## src/rtl/uart_rx_pkg.sv

```systemverilog
// Shared RX definitions: deserializer states, legal parameter ranges and the
// data-length clamp used wherever a frame length is accepted.
package uart_rx_pkg;

    typedef enum logic [1:0] {
        IDLE    = 2'd0,
        COLLECT = 2'd1,
        DONE    = 2'd2
    } deser_state_t;

    localparam int unsigned DATA_WIDTH_MIN = 5;
    localparam int unsigned DATA_WIDTH_MAX = 16;
    localparam int unsigned PRESCALE_MIN   = 2;

    // 0 or anything wider than the datapath means "use the full width".
    function automatic int unsigned clamp_len(input int unsigned len,
                                              input int unsigned width);
        return ((len == 0) || (len > width)) ? width : len;
    endfunction

endpackage

```

## src/rtl/uart_rx_sample_tick.sv

```systemverilog
// Sample-point detector shared by the sampler and the deserializer so both
// agree on which oversampling edge carries the bit.
module uart_rx_sample_tick
    import uart_rx_pkg::*;
#(
    parameter int PRESCALE_W = 6
) (
    input  logic                  en_i,
    input  logic [PRESCALE_W-1:0] prescale_i,
    input  logic [PRESCALE_W-1:0] edge_cnt_i,
    output logic                  tick_o
);

    logic                  legal;
    logic [PRESCALE_W-1:0] last_edge;

    assign legal     = (prescale_i >= PRESCALE_W'(PRESCALE_MIN));
    assign last_edge = prescale_i - PRESCALE_W'(1);
    assign tick_o    = en_i && legal && (edge_cnt_i == last_edge);

endmodule

```

## src/rtl/uart_rx_deser_param.sv

```systemverilog
// UART RX deserializer: gathers data_len bits (LSB- or MSB-first) into a
// shadow register and publishes the whole word with a one-cycle strobe.
module uart_rx_deser_param
    import uart_rx_pkg::*;
#(
    parameter int DATA_WIDTH = 8,
    parameter int PRESCALE_W = 6,
    parameter int LEN_W      = $clog2(DATA_WIDTH + 1)
) (
    input  logic                  CLK_DESERIALIZER,
    input  logic                  RST_DESERIALIZER,
    input  logic                  deser_en,
    input  logic [PRESCALE_W-1:0] prescale,
    input  logic [PRESCALE_W-1:0] edge_cnt,
    input  logic                  sampled_bit,
    input  logic                  msb_first,
    input  logic [LEN_W-1:0]      data_len,
    output logic [DATA_WIDTH-1:0] p_data,
    output logic                  data_valid,
    output logic                  frame_abort,
    output logic                  busy,
    output logic [LEN_W-1:0]      bit_cnt
);

    deser_state_t          state_q, state_d;
    logic [LEN_W-1:0]      len_q, len_d;
    logic                  msb_q, msb_d;
    logic [DATA_WIDTH-1:0] shadow_q, shadow_d;
    logic [LEN_W-1:0]      cnt_q, cnt_d;
    logic [DATA_WIDTH-1:0] pdata_q, pdata_d;
    logic                  valid_q, valid_d;
    logic                  abort_q, abort_d;

    logic                  tick;
    logic [LEN_W-1:0]      len_clamped;

    // Capture-path operands: live config on the start cycle, latched otherwise.
    logic                  cap_en;
    logic [LEN_W-1:0]      cap_len;
    logic                  cap_msb;
    logic [DATA_WIDTH-1:0] cap_shadow;
    logic [LEN_W-1:0]      cap_cnt;
    logic [LEN_W-1:0]      idx;
    logic [DATA_WIDTH-1:0] shadow_n;
    logic [LEN_W-1:0]      cnt_n;

    uart_rx_sample_tick #(.PRESCALE_W(PRESCALE_W)) u_tick (
        .en_i       (deser_en),
        .prescale_i (prescale),
        .edge_cnt_i (edge_cnt),
        .tick_o     (tick)
    );

    assign len_clamped = LEN_W'(clamp_len(32'(data_len), DATA_WIDTH));

    always_comb begin
        state_d    = state_q;
        len_d      = len_q;
        msb_d      = msb_q;
        shadow_d   = shadow_q;
        cnt_d      = cnt_q;
        pdata_d    = pdata_q;
        valid_d    = 1'b0;
        abort_d    = 1'b0;
        cap_en     = 1'b0;
        cap_len    = len_q;
        cap_msb    = msb_q;
        cap_shadow = shadow_q;
        cap_cnt    = cnt_q;

        case (state_q)
            IDLE: begin
                if (deser_en) begin
                    state_d    = COLLECT;
                    len_d      = len_clamped;
                    msb_d      = msb_first;
                    shadow_d   = '0;
                    cnt_d      = '0;
                    cap_en     = tick;
                    cap_len    = len_clamped;
                    cap_msb    = msb_first;
                    cap_shadow = '0;
                    cap_cnt    = '0;
                end
            end
            COLLECT: begin
                if (!deser_en) begin
                    state_d = IDLE;
                    abort_d = 1'b1;
                    cnt_d   = '0;
                end else begin
                    cap_en = tick;
                end
            end
            DONE: begin
                if (!deser_en) begin
                    state_d = IDLE;
                    cnt_d   = '0;
                end
            end
            default: state_d = IDLE;
        endcase

        idx      = cap_msb ? (cap_len - LEN_W'(1) - cap_cnt) : cap_cnt;
        shadow_n = cap_shadow;
        for (int i = 0; i < DATA_WIDTH; i++) begin
            if (idx == LEN_W'(i)) shadow_n[i] = sampled_bit;
        end
        cnt_n = cap_cnt + LEN_W'(1);

        // Shadow starts cleared and idx stays below len, so upper bits stay 0.
        if (cap_en) begin
            shadow_d = shadow_n;
            cnt_d    = cnt_n;
            if (cnt_n == cap_len) begin
                pdata_d = shadow_n;
                valid_d = 1'b1;
                state_d = DONE;
            end
        end
    end

    always_ff @(posedge CLK_DESERIALIZER or negedge RST_DESERIALIZER) begin
        if (!RST_DESERIALIZER) begin
            state_q  <= IDLE;
            len_q    <= '0;
            msb_q    <= 1'b0;
            shadow_q <= '0;
            cnt_q    <= '0;
            pdata_q  <= '0;
            valid_q  <= 1'b0;
            abort_q  <= 1'b0;
        end else begin
            state_q  <= state_d;
            len_q    <= len_d;
            msb_q    <= msb_d;
            shadow_q <= shadow_d;
            cnt_q    <= cnt_d;
            pdata_q  <= pdata_d;
            valid_q  <= valid_d;
            abort_q  <= abort_d;
        end
    end

    assign p_data      = pdata_q;
    assign data_valid  = valid_q;
    assign frame_abort = abort_q;
    assign busy        = (state_q == COLLECT);
    assign bit_cnt     = cnt_q;

endmodule
```

## config.mk

```make
export PLATFORM = sky130hd
export DESIGN_NAME = uart_rx_deser_param
export DESIGN_NICKNAME = d
export VERILOG_FILES = /design/src/rtl/uart_rx_pkg.sv /design/src/rtl/uart_rx_sample_tick.sv /design/src/rtl/uart_rx_deser_param.sv
export SDC_FILE = /design/constraint.sdc
export NUM_CORES = 1
export LEC_CHECK = 0
export CAP_MARGIN = 30
export CORE_ASPECT_RATIO = 0.6
export CORE_MARGIN = 2
export CORE_UTILIZATION = 53
export DETAILED_ROUTE_END_ITERATION = 8
export PLACE_DENSITY = 0.89
export SLEW_MARGIN = 40
export SYNTH_ARGS = -nofsm -noshare
export SYNTH_HDL_FRONTEND = slang
export SYNTH_HIERARCHICAL = 1
export SYNTH_SLANG_ARGS = --single-unit
```

## constraint.sdc

```tcl
create_clock -name CLK_DESERIALIZER -period 3.9 [get_ports CLK_DESERIALIZER]
set_input_delay 0.975 -clock CLK_DESERIALIZER [delete_from_list [all_inputs] [get_ports CLK_DESERIALIZER]]
set_output_delay 0.975 -clock CLK_DESERIALIZER [all_outputs]
set_load 0.02 [all_outputs]
```

==> results.txt <==
----------------------------------------------------
[Run status]
  Status ... complete, no violations

[STA]
  Number of max-slew violations in the final report ... 0
  Worst hold slack after final layout ... 0.528 ns
  Worst Slack Setup Final ... 0.131 ns
  Post-route fraction of the period consumed by the critical path ... 96.6%
  Min Tclk post-route ... 3.77 ns
  Hold Violations, Final ... 0
  Final setup violation count ... 0
  Worst-Margin Slew ... 0.496 ns
  RSZ-0062 raised after global routing ... true
  Normalized max-slew margin ... 66.6%
  Maximum frequency from static timing analysis ... 0.265 GHz
  Final Skew ... 0.0108 ns

[Worst hold path]
  Cells on Worst Hold Path ... 2
  Hold WC Path Type ... reg2reg
  HP Start ... len_q[1]
  Worst Hold Endpoint ... len_q[1]

[Synthesis]
  Multiplexer share of the synthesized area ... 5.60%
  Synth warnings ... 6
  Flop and latch count out of synthesis ... 29
  Fraction of synthesis flops using an asynchronous set or reset pin ... 100%
  Biggest area contributors in the synthesized netlist ... dfrtp_1 (36%), ha_1 (5.5%), mux2i_1 (3.9%), xnor2_1 (3.9%), nand2_1 (3.5%)
  Number of different library cells in the post-synthesis netlist ... 56
  Compound-gate portion of the synthesized area ... 19.4%
  Syn avg cell area ... 9.25 µm²
  Net count after synthesis ... 251
  Number of cells produced by synthesis ... 220
  Summed instance area of the synthesized netlist ... 2030 µm²
  Sequential element share of the synthesized area ... 35.7%
  Xor and xnor fraction of the mapped netlist area ... 6.40%
  Top cell type's share of synthesized area ... 35.7%
  Adder and majority cell fraction of the synthesized area ... 6.52%
  Largest family of logic cells by synthesized area ... simple AND/OR/NAND/NOR gates
  Most used flip-flop cell after synthesis ... dfrtp_1
  Number of enable flip-flop cells after synthesis ... 0
  Largest area contributor in the netlist ... dfrtp_1
  Fraction of the mapped netlist area in simple logic gates ... 21.8%

[Place]
  Input/output buffers ... 35
  Post-Place Cells ... 309
  Worst slack, placed ... -0.163 ns
  Final HPWL from detailed placement ... 3910 µm
  Routability congestion estimate ... 0.945

[Worst setup path]
  Reg-to-reg slack, setup ... 0.53 ns
  Cell seen most often among critical-path stages ... nand2_1
  Max stage delay cell, worst path ... a2111oi_2
  Reg-to-reg critical path startpoint ... state_q[0]
  Critical R2R Capture ... p_data[6]
  Critical path endpoint category ... flop
  R2R cell count ... 12
  CP Cell Sequence ... clkdlybuf4s50_1, nand2_1, buf_4, nand2_1, ha_1, a21o_1, a2111oi_2, a311oi_4, nor3_2, a31o_1, a31oi_1
  Data arrival time of the critical path ... 3.94 ns
  Class of the most critical setup path ... in2reg
  Data required time of the critical path ... 4.07 ns
  Kind of start point of the critical path ... input pin
  Critical Path Fanout Max ... 18
  Critical path's largest stage delay ... 0.50 ns

[Routing]
  Starting DRC count in detailed routing ... 177
  Via count ... 1920
  Average detailed-routed wire length per instance ... 16.9 µm
  Via density per instance ... 6.04
  Detailed-route DRC error count ... 0
  Post-Route WL ... 5370 µm
  Pre-antenna DRT Iters ... 5
  Antenna Nets Post-Route ... 0

[CTS]
  CTS buffer count ... 5
  Total number of H-tree levels ... 2
  Number of post-CTS setup repair buffers ... 0
  Clk_lat worst skew ... 0.29 ns
  Cts hold-fix bufs ... 0
  Clock-pin slew on the worst setup and hold paths ... 0.08 ns
  Number of buffers on the longest clock path ... 2
  CTS sink count ... 29
  Resize count post-CTS ... 0
  Clock tree from TritonCTS ... yes
  Clock tree root buffer cell ... clkbuf_8

[Cells and area]
  Antenna diodes ... 0
  Fraction of the core area covered by cells at the end of the flow ... 72.2%
  # nets final ... 301
  Area added between synthesis and finish ... 30.6%
  Filler cell count in the final layout ... 269
  Number of standard cells in the layout, taps in and fillers out ... 318
  Share of cells above drive strength 1 ... 12.9%

[Pwr]
  Internal Pwr Total ... 0.000804 W
  Overall power ... 0.00139 W
  Power Density ... 524 nW/µm²
  Part of the power in the clock network ... 23.3%
  Net switching power figure ... 0.000589 W
  Relative contribution of sequential cells to total power ... 27.0%
  LEAKAGE ... 1.18 nW
  Relative contribution of combinational cells to total power ... 49.7%
  Worst IR drop on VDD ... 0.310 mV
  Sw Ratio ... 42.3%

[Global route]
  Residual overflow from global routing ... 0
  Pin count of the biggest net entering global routing ... 30
  Via count of the first global-routing pass ... 1777
  First-pass GRT wire length ... 8960 µm
  All-Layer GR Usage ... 26.9%
  Number of antenna violations at the first check in global routing ... 0

[Floorplan]
  Effective utilization at floorplan ... 55.3%
  Core ar. ... 3680 µm²
  Std cell rows ... 17
  Horizontal die dimension ... 84.0 µm
  Overall die height ... 52.0 µm
  Number of placed I/O pins ... 36
  Total die area ... 4370 µm²

[Flow run]
  Maximum capacitance violations ... 0

----------------------------------------------------
layer usage:
metal	share of wire (%)	GRT usage, %	vias to the layer above
met5	0	0	-
met4	0.99	7.26	0
met3	9.4	8.25	8
met2	41	37.7	104
met1	49	40.0	913
li1	-	-	895
cells in the mapped netlist (5+ instances only):
| cell type | n |
|---|---|
| nor3_1 | 5 |
| nand3_1 | 14 |
| inv_1 | 14 |
| mux2i_1 | 8 |
| nor2_1 | 19 |
| dfrtp_1 | 29 |
| buf_2 | 6 |
| xnor2_1 | 9 |
| nand2_1 | 19 |
| a31oi_1 | 10 |
| a31o_1 | 6 |
| a21oi_1 | 5 |
| ha_1 | 9 |
registers in the layout (all words and copies together), names as in the netlist:
signal	cells
msb_q	1
p_data	8
len_q	4
data_valid	1
state_q	2
shadow_q	8
bit_cnt	4
frame_abort	1
how the worst max path moves through the flow:
stage                     start           to  slack (ns)
finish                 deser_en    p_data[6]        0.13
global route           deser_en    p_data[1]      -0.002
CTS                 prescale[0]  shadow_q[0]        0.13
detailed placement  prescale[0]  shadow_q[0]       -0.16
global placement    prescale[0]  shadow_q[0]       -0.13
floorplan              deser_en  shadow_q[0]        0.43
worst max-delay path: cells and delay by family:
family / cells / cell delay, ns
compound gates: 5 / 1.18
simple gates: 3 / 0.74
buf+inv: 2 / 0.73
fa+ha+maj: 1 / 0.31
layout by cell type, fill, tap and decap left out, drive strengths merged, types with 3 or more instances in the layout:
cell type	synthesis	routed
clkdlybuf4s50	0	35
dfrtp	29	29
nand2	19	19
nor2	19	19
buf	7	17
inv	14	14
nand3	14	14
a31oi	10	10
xnor2	9	9
ha	9	9
mux2i	8	8
nor3	8	8
a31o	7	7
a21oi	5	5
clkbuf	2	5
o21ai	5	5
xor2	5	5
and2	4	4
a21o	3	3
nand4	3	3
mux2	3	3
power groups by stage:
stage                     clock network (W)  logic, W  registers [W]
after floorplan                           0  0.000440       0.000379
final                              0.000324  0.000692       0.000376
after global routing               0.000344  0.000749       0.000378
after global placement                    0  0.000639       0.000379
after CTS                          0.000324  0.000673       0.000375
after detailed placement                  0  0.000665       0.000381
through the flow:
step | setup TNS (ns) | instance area, µm²
after floorplan | 0 | 2030
after global placement | -0.415 | 2530
after detailed placement | -1.01 | 2530
after CTS | 0 | 2650
after global routing | -0.00169 | 2660
final | 0 | 2660
area by class of cell:
class	instances	area (µm²)	share of cell area (%)
inverters	14	52.6	1.98
multi-input cells	168	1210	45.7
flip-flops and latches	29	726	27.3
clock buffers	5	68.8	2.59
repair buffers	52	490	18.5
well taps	47	58.8	2.21
clock inverters	3	46.3	1.74
cell families after synthesis:
| family | Yosys count |
|---|---|
| xor+xnor | 14 |
| fa+ha+maj | 10 |
| mux | 11 |
| buf+inv | 23 |
| simple gates | 83 |
| compound gates | 50 |
| flops | 29 |
Power figures use the tool's default switching activity.
